### config.mk
export PLATFORM = sky130hd
export DESIGN_NAME = pipelined_shifter
export DESIGN_NICKNAME = d
export VERILOG_FILES = /design/src/rtl/pipelined_shifter.sv
export SDC_FILE = /design/constraint.sdc
export NUM_CORES = 1
export LEC_CHECK = 0
export CAP_MARGIN = 5
export CELL_PAD_IN_SITES_DETAIL_PLACEMENT = 2
export CELL_PAD_IN_SITES_GLOBAL_PLACEMENT = 2
export CORE_MARGIN = 2
export CORE_UTILIZATION = 35
export DETAILED_ROUTE_END_ITERATION = 10
export PLACE_DENSITY = 0.9
export SYNTH_ARGS = -nofsm -noshare
export SYNTH_HDL_FRONTEND = slang
export SYNTH_SLANG_ARGS = --single-unit
### constraint.sdc
create_clock -name clk -period 6.3 [get_ports clk]
set_clock_uncertainty 0.05 [all_clocks]
set_input_delay 1.26 -clock clk [delete_from_list [all_inputs] [get_ports clk]]
set_output_delay 1.26 -clock clk [all_outputs]
set_load 0.02 [all_outputs]
### src/rtl/pipelined_shifter.sv
// rtl/pipelined_shifter.sv - Pipelined log2 barrel shifter (LSL/LSR/ASR/ROR) with valid/ready handshakes
// Shamt bits are consumed MSB first; the SHAMT_W levels are spread evenly over STAGES register stages.
module pipelined_shifter #(
  parameter int WIDTH   = 64,
  parameter int SHAMT_W = $clog2(WIDTH),
  parameter int STAGES  = 2,
  parameter int TAG_W   = 4
) (
  input  logic               clk,
  input  logic               reset,
  input  logic               in_valid,
  output logic               in_ready,
  input  logic [WIDTH-1:0]   in_value,
  input  logic [SHAMT_W-1:0] in_shamt,
  input  logic [1:0]         in_op,
  input  logic [TAG_W-1:0]   in_tag,
  output logic               out_valid,
  input  logic               out_ready,
  output logic [WIDTH-1:0]   out_result,
  output logic               out_carry,
  output logic               out_zero,
  output logic [TAG_W-1:0]   out_tag
);

  localparam logic [1:0] OP_LSL = 2'b00;
  localparam logic [1:0] OP_LSR = 2'b01;
  localparam logic [1:0] OP_ASR = 2'b10;
  localparam logic [1:0] OP_ROR = 2'b11;

  // Index k of src_* is the input side of stage k: stage 0 sees the ports, stage k sees stage k-1.
  logic [STAGES-1:0]              st_v;
  logic [STAGES-1:0]              load;
  logic [STAGES-1:0]              src_v;
  logic [STAGES-1:0][WIDTH-1:0]   src_val;
  logic [STAGES-1:0][SHAMT_W-1:0] src_shamt;
  logic [STAGES-1:0][1:0]         src_op;
  logic [STAGES-1:0][TAG_W-1:0]   src_tag;
  logic [STAGES-1:0]              src_cy;

  logic [SHAMT_W-1:0] lsl_idx;
  logic [SHAMT_W-1:0] rsh_idx;
  logic               in_cy;

  function automatic logic [WIDTH-1:0] shift_level(input logic [WIDTH-1:0] p,
                                                   input logic [1:0]       op,
                                                   input int               d);
    case (op)
      OP_LSL:  shift_level = p << d;
      OP_LSR:  shift_level = p >> d;
      OP_ASR:  shift_level = $signed(p) >>> d;
      default: shift_level = (p >> d) | (p << (WIDTH - d));
    endcase
  endfunction

  // ROR has no shifted-out bit up front; its carry slot holds "shamt nonzero" until the last stage.
  always_comb begin
    lsl_idx = SHAMT_W'(0) - in_shamt;
    rsh_idx = in_shamt - SHAMT_W'(1);
    case (in_op)
      OP_LSL:  in_cy = in_value[lsl_idx];
      OP_ROR:  in_cy = 1'b1;
      default: in_cy = in_value[rsh_idx];
    endcase
    if (in_shamt == '0)
      in_cy = 1'b0;
  end

  assign src_v[0]     = in_valid;
  assign src_val[0]   = in_value;
  assign src_shamt[0] = in_shamt;
  assign src_op[0]    = in_op;
  assign src_tag[0]   = in_tag;
  assign src_cy[0]    = in_cy;
  assign in_ready     = load[0];

  for (genvar k = 0; k < STAGES; k++) begin : g_stage
    logic [WIDTH-1:0] lvl;
    logic             cy_nxt;
    logic             v_q;
    logic [WIDTH-1:0] val_q;
    logic [TAG_W-1:0] tag_q;
    logic             cy_q;

    // A stage can load if any stage from here to the output has a hole, or the output drains.
    assign load[k] = out_ready || !(&st_v[STAGES-1:k]);
    assign st_v[k] = v_q;

    always_comb begin
      lvl = src_val[k];
      for (int j = 0; j < SHAMT_W; j++) begin
        if (((j * STAGES) / SHAMT_W) == k && src_shamt[k][SHAMT_W-1-j])
          lvl = shift_level(lvl, src_op[k], 1 << (SHAMT_W - 1 - j));
      end
    end

    if (k == STAGES - 1) begin : g_last
      logic zero_q;

      assign cy_nxt = (src_op[k] == OP_ROR) ? (src_cy[k] && lvl[WIDTH-1]) : src_cy[k];

      always_ff @(posedge clk or posedge reset) begin
        if (reset)
          zero_q <= 1'b0;
        else if (load[k] && src_v[k])
          zero_q <= (lvl == '0);
      end

      assign out_valid  = v_q;
      assign out_result = val_q;
      assign out_carry  = cy_q;
      assign out_zero   = zero_q;
      assign out_tag    = tag_q;
    end else begin : g_mid
      logic [SHAMT_W-1:0] shamt_q;
      logic [1:0]         op_q;

      assign cy_nxt = src_cy[k];

      always_ff @(posedge clk or posedge reset) begin
        if (reset) begin
          shamt_q <= '0;
          op_q    <= '0;
        end else if (load[k] && src_v[k]) begin
          shamt_q <= src_shamt[k];
          op_q    <= src_op[k];
        end
      end

      assign src_v[k+1]     = v_q;
      assign src_val[k+1]   = val_q;
      assign src_shamt[k+1] = shamt_q;
      assign src_op[k+1]    = op_q;
      assign src_tag[k+1]   = tag_q;
      assign src_cy[k+1]    = cy_q;
    end

    always_ff @(posedge clk or posedge reset) begin
      if (reset) begin
        v_q   <= 1'b0;
        val_q <= '0;
        tag_q <= '0;
        cy_q  <= 1'b0;
      end else if (load[k]) begin
        v_q <= src_v[k];
        if (src_v[k]) begin
          val_q <= lvl;
          tag_q <= src_tag[k];
          cy_q  <= cy_nxt;
        end
      end
    end
  end

endmodule

; ---- Yosys cells after proc, flatten, opt, wreduce, memory -nomap -nowiden
; Cells that the tools add are included.
[totals]
regBits = 146
in_bits = 80
out_inout_bits = 72
wordCells = 60
[op_classes]
addsub = 2
n_lt_le_gt_ge = 2
eq_ne = 6
n_mux = 19
n_bitwise = 6
reduce_logical = 14
[op_table]
columns = cell, n
row1 = $pmux W64 S3, 6
row2 = $mux W64, 6
row3 = $logic_not A64 Y1, 1
row4 = $or A32 B64 Y64, 1
row5 = $or A48 B64 Y64, 1
row6 = $or A56 B64 Y64, 1
row7 = $or A60 B64 Y64, 1
row8 = $or A62 B64 Y64, 1
row9 = $or A63 B64 Y64, 1
row10 = $lt A6 B7 Y1 const B, 2
row11 = $bmux W1 S6, 2
row12 = $eq A2 B2 Y1 const B, 4
row13 = $logic_not A6 Y1, 1
row14 = $reduce_and A2 Y1, 3
row15 = $sub A1 B6 Y6 const A, 1
row16 = $sub A6 B1 Y6 const B, 1
row17 = $eq A2 B1 Y1 const B, 2
row18 = $logic_not A2 Y1, 2
row19 = $mux W1, 4
row20 = $logic_and A1 B1 Y1, 3
row21 = $logic_not A1 Y1, 2
row22 = $logic_or A1 B1 Y1, 2
row23 = $pmux W1 S2, 1

; ---- Logic depth before layout (Yosys ltp)
[logic_depth]
ltp_word = 11
mapped_depth = 16
mapped_depth_nobuf = 10

; ---- Worst setup path after synthesis
; No wires, ideal clock.
[synth_timing]
path_type = in2reg
startpoint = in in_shamt[0]
endpoint = reg g_stage[0].cy_q
setup_ns = 0.126
arrival_ns = 4.283
required_time_ns = 6.124
setup_slack_ns = 1.841
cell_stages = 11
n_path_buf = 3
path_cell_list = buf_4 buf_6 buf_2 inv_1 ha_1 xnor2_1 mux4_2 mux4_2 nand2b_1 o311ai_1 o21ai_1
[synth_between]
elab_chain_cells = 5
elab_cells_between_ends = 9
cone_classes = 2 x add/sub / 6 x mux / 1 x reduce/logical
[synth_lines]
columns = element, line
row1 = "start, declared", 14  ; input logic [SHAMT_W-1:0] in_shamt,
row2 = $sub A6 B1 Y6 / $sub A1 B6 Y6 (equally long branches), "58, 57"
row3 = "$bmux W1 S6, on equally long branches", "62, 60"
row4 = "$mux W1, on equally long branches", "62, 60"
row5 = $pmux W1 S2, 59  ; case (in_op)
row6 = $mux W1 (*), 64  ; if (in_shamt == '0)
row7 = "end signal, assigned", 148  ; cy_q <= cy_nxt;
row8 = "end, declared", 82  ; logic cy_q;
; Every way passes the cells marked *; elsewhere a longest branch is shown, timed or not. The select of a mux whose other input is x is not followed.
; A chain may end at the register's enable or synchronous reset.

; ---- Final worst setup path
[layout_timing]
startpoint = reg g_stage[0].g_mid.op_q[0]
endpoint = reg g_stage[1].g_last.zero_q (netlist: out_zero)
[layout_between]
elab_chain_cells = 10
elab_cells_between_ends = 12
cone_classes = 2 x eq/ne / 6 x mux / 2 x bitwise / 2 x reduce/logical
[layout_lines]
columns = element, line
row1 = "start, declared", 115  ; logic [1:0] op_q;
row2 = "start signal, assigned", 125  ; op_q <= src_op[k];
row3 = "$eq A2 B2 Y1, or another cell as far along", 47  ; case (op)
row4 = $pmux W64 S3, 47
row5 = $mux W64, 91  ; if (((j * STAGES) / SHAMT_W) == k && src_shamt[k][SHAMT_W-1-j])
row6 = $or A62 B64 Y64, 51  ; default: shift_level = (p >> d) | (p << (WIDTH - d));
row7 = $pmux W64 S3, 47
row8 = $mux W64, 91
row9 = $or A63 B64 Y64, 51
row10 = $pmux W64 S3, 47
row11 = $mux W64 (*), 91
row12 = $logic_not A64 Y1 (*), 105  ; zero_q <= (lvl == '0);
row13 = "end signal, assigned", 105
row14 = "end, declared", 97  ; logic zero_q;
; Every way passes the cells marked *; elsewhere a longest branch is shown, timed or not.

==> flow_summary.json <==
{
  "outcome": "finished, final reports clean",
  "critical_path_cell_count": 10,
  "regToRegSetupSlack_ns": 1.05,
  "clock_tree.htree_level_count": 4,
  "post_cts.resized_instances": 0,
  "dpl_worst_slack_ns": 1.07,
  "hpwl_um": 63800,
  "fillerInstances": 5098,
  "synth-adder-area-share_pct": 0.398,
  "ys_warn_count": 0,
  "core_footprint_um2": 44300,
  "drt_first_iter_violations": 2434,
  "critical_path.startpoint": "g_stage[0].g_mid.op_q[0]",
  "clkTransAtPathRegs_ns": 0.07,
  "number_of_remaining_drc_errors": 0,
  "floorplan.initialDensity_pct": 35.5,
  "ant_nets": 0,
  "mean_area_per_synthesized_cell_um2": 7.68,
  "maximum_vdd_drop_v": 0.000192,
  "worst_hold_slack_ns": 0.442,
  "synth_area_um2": 15700,
  "synth-edff-count": 0,
  "grt_usage_pct": 37.1,
  "worstPathCellList": "or2_2 -> buf_4 -> buf_4 -> o21ai_0 -> a221oi_1 -> mux2i_1 -> o21ai_0 -> nand4b_1 -> nor4_1 -> a32o_1",
  "top_level_port_count": 152,
  "rsz0062_at_grt": "false",
  "grt_first_pass_wirelength_um": 132000,
  "post-route-min-period_ns": 5.25,
  "critical_path_buf_inv_count": 2,
  "num_rows": 77,
  "overflow": 0,
  "post_cts_buffers": 0,
  "synthCells": 2049,
  "max-clock-path-buffers": 2,
  "worst_path_dominant_cell_family": "simple AND/OR/NAND/NOR gates",
  "p_leak_nw": 6.56,
  "post_drt_wl_per_cell_um": 33.2,
  "worst_slack_ns": 1.05,
  "report.final.slew_viol_count": 0,
  "dominant_combinational_cell_family_by_area_after_synthesis": "compound AO/OA/AOI/OAI gates",
  "start_kind": "flop",
  "cp.arrival_ns": 5.59,
  "cts-buffers-inserted": 17,
  "worst_setup_path_endpoint": "out_zero",
  "critical_path_peak_fanout": 68,
  "clock.fmax_mhz": 191,
  "num-nets-final": 2137,
  "setup_tns_ns": 0,
  "transition_time_at_the_pin_with_the_least_slew_margin_ns": 1.43,
  "timing.reg2reg.worst_path_depth": 10,
  "grt_antenna_before_repair": 5,
  "critical_path.max_stage_delay_ns": 0.93,
  "r2r_start": "g_stage[0].g_mid.op_q[0]",
  "die_area_um2": 46600,
  "hp-class": "reg2reg",
  "power_per_cell_area_nw_per_um2": 328,
  "post_synth_num_cell_types": 91,
  "slew-limit-headroom_pct": 3.91,
  "timing.critical_path.slowest_stage_cell": "sky130_fd_sc_hd__dfrtp_4",
  "synth_sequential_area_ratio_pct": 23.2,
  "clock_tree.root_cell": "sky130_fd_sc_hd__clkbuf_16",
  "wire_length_reported_by_the_detailed_router_um": 88200,
  "drt-vias-per-instance": 7.13,
  "synth_nets": 2134,
  "cts_hold_repair.buffers": 0,
  "crit_path_capture_type": "flop",
  "synth_ff_type": "sky130_fd_sc_hd__dfrtp_1",
  "reg2reg_to": "out_zero",
  "worst-setup-path-type": "reg2reg",
  "post_synth_xor_area_fraction_pct": 0.223,
  "total_power_mw": 5.87,
  "regArea_um2": 3670,
  "first_global_vias": 19600,
  "synth.ff_latch_count": 146,
  "areaGrowthSynthToFinish_pct": 13.9,
  "muxShareOfSynthArea_pct": 13.9,
  "finalHoldViolations": 0,
  "synth_compound_gate_area_share_pct": 32.5,
  "via_total_after_detailed_routing": 19000,
  "finalWeightedCongestion": 0.976,
  "synth-async-reset-ratio_pct": 100,
  "fin_util_pct": 40.4,
  "numPortBuffers": 151,
  "chipWidth_um": 216,
  "worst_skew_pair.late_latency_ns": 0.46,
  "grt_max_degree": 109,
  "final_min_period_over_clock_period_pct": 83.3,
  "detailedRoute.firstPassIterationCount": 8,
  "setup_viol": 0,
  "multi_input_gate_area_in_the_final_layout_um2": 10800,
  "tritoncts": "done",
  "synth_simple_gate_area_share_pct": 21.9,
  "clock_sinks": 146,
  "max_cap_violations": 0,
  "critical_path_required_ns": 6.65,
  "floorplan.die.height_um": 216,
  "final_layout_size_suffix_gt1_share_pct": 12.3
}
## final cells by class
type	instances	share of cell area (%)
inverter	34	0.740
tap	592	4.14
clock buffer	19	2.47
antenna	2	0.0279
timing repair buffer	204	10.6
sequential	146	20.5
multi-input combinational	1649	60.6
clock inverter	13	0.964
## Yosys cell counts, types with 17 or more instances
cell,count,share of area (%)
sky130_fd_sc_hd__buf_2,56,1.8
sky130_fd_sc_hd__clkbuf_1,105,2.5
sky130_fd_sc_hd__o221ai_1,32,1.8
sky130_fd_sc_hd__a221oi_1,17,0.95
sky130_fd_sc_hd__nand3_1,57,1.8
sky130_fd_sc_hd__mux2_2,40,2.9
sky130_fd_sc_hd__a211oi_1,30,1.4
sky130_fd_sc_hd__nor3_1,27,0.86
sky130_fd_sc_hd__mux2i_1,53,3.4
sky130_fd_sc_hd__o211ai_1,24,1.1
sky130_fd_sc_hd__o21ai_0,178,5.7
sky130_fd_sc_hd__mux4_2,52,7.4
sky130_fd_sc_hd__o22a_1,26,1.4
sky130_fd_sc_hd__buf_6,20,1.4
sky130_fd_sc_hd__o21ai_1,18,0.57
sky130_fd_sc_hd__or3b_2,34,1.9
sky130_fd_sc_hd__nor2_1,201,4.8
sky130_fd_sc_hd__a311oi_1,41,2.3
sky130_fd_sc_hd__inv_1,31,0.74
sky130_fd_sc_hd__nand2b_1,23,0.91
sky130_fd_sc_hd__a31oi_1,62,2.5
sky130_fd_sc_hd__a21oi_1,147,4.7
sky130_fd_sc_hd__nand2_1,252,6.0
sky130_fd_sc_hd__o22ai_1,71,2.8
sky130_fd_sc_hd__nor2b_1,37,1.5
sky130_fd_sc_hd__dfrtp_1,146,23
sky130_fd_sc_hd__buf_1,22,0.53
## metrics by stage
step,instance area [um^2],std cells
after global placement,17300,2625
final,17900,2659
after floorplan,15700,2049
after CTS,17900,2657
after detailed placement,17300,2625
after global routing,17900,2657
## placed cells by master, fill, tap and decap left out, types with 24 or more instances in the layout
cell type,synthesis,final
sky130_fd_sc_hd__or3b_2,34,34
sky130_fd_sc_hd__inv_1,31,30
sky130_fd_sc_hd__o221ai_1,32,32
sky130_fd_sc_hd__nor2_1,201,201
sky130_fd_sc_hd__o22ai_1,71,71
sky130_fd_sc_hd__o211ai_1,24,24
sky130_fd_sc_hd__mux4_2,52,52
sky130_fd_sc_hd__a311oi_1,41,41
sky130_fd_sc_hd__o22a_1,26,26
sky130_fd_sc_hd__mux2i_1,53,53
sky130_fd_sc_hd__nand2_1,252,251
sky130_fd_sc_hd__clkdlybuf4s50_1,0,147
sky130_fd_sc_hd__nand3_1,57,57
sky130_fd_sc_hd__buf_4,16,52
sky130_fd_sc_hd__nor2b_1,37,37
sky130_fd_sc_hd__o21ai_0,178,178
sky130_fd_sc_hd__a211oi_1,30,30
sky130_fd_sc_hd__mux2_2,40,40
sky130_fd_sc_hd__a31oi_1,62,62
sky130_fd_sc_hd__nor3_1,27,27
sky130_fd_sc_hd__dfrtp_1,146,141
sky130_fd_sc_hd__a21oi_1,147,147
## report_power, final
group | switching, mW | internal (mW) | total [mW] | leakage (nW)
clock network | 0.496 | 0.641 | 1.14 | 0.299
logic | 1.96 | 1.14 | 3.10 | 4.47
registers | 0.450 | 1.18 | 1.63 | 1.78
## kinds of logic (layout without fill, tap and decap cells)
| family | count (synthesis) | after routing |
|---|---|---|
| compound gates | 773 | 773 |
| xor+xnor | 4 | 4 |
| fa+ha+maj | 5 | 5 |
| buf+inv | 254 | 270 |
| flops | 146 | 146 |
| mux | 146 | 146 |
| other cells | 0 | 2 |
| simple gates | 721 | 721 |
## worst min-delay path: stages (launching register included)
cell and delay (ns):
sky130_fd_sc_hd__dfrtp_1 0.34, sky130_fd_sc_hd__nand2_1 0.05, sky130_fd_sc_hd__o21ai_0 0.06
## registers in the layout, indices dropped and copies added (netlist names), 2 cells and up
register and count:
g_stage.g_mid.op_q 2, g_stage.tag_q 4, g_stage.val_q 64, out_tag 4
out_result 64, g_stage.g_mid.shamt_q 3
## layer usage
layer	GRT usage, %	wire, um
met2	58.5	40300
met5	0	44
met4	18.7	4810
met1	47.6	34700
met3	8.41	8380
## worst min-delay path by stage
stage,slack (ns),from,cells after the start,endpoint
after global routing,0.46,g_stage[0].tag_q[3],2,out_tag[3]
after CTS,0.45,g_stage[0].tag_q[3],2,out_tag[3]
after floorplan,0.39,g_stage[0].tag_q[0],2,out_tag[0]
after detailed placement,0.43,g_stage[0].tag_q[3],2,out_tag[3]
final,0.44,out_result[45],2,out_result[45]
after global placement,0.40,g_stage[0].tag_q[2],2,out_tag[2]
Power figures use the tool's default switching activity.
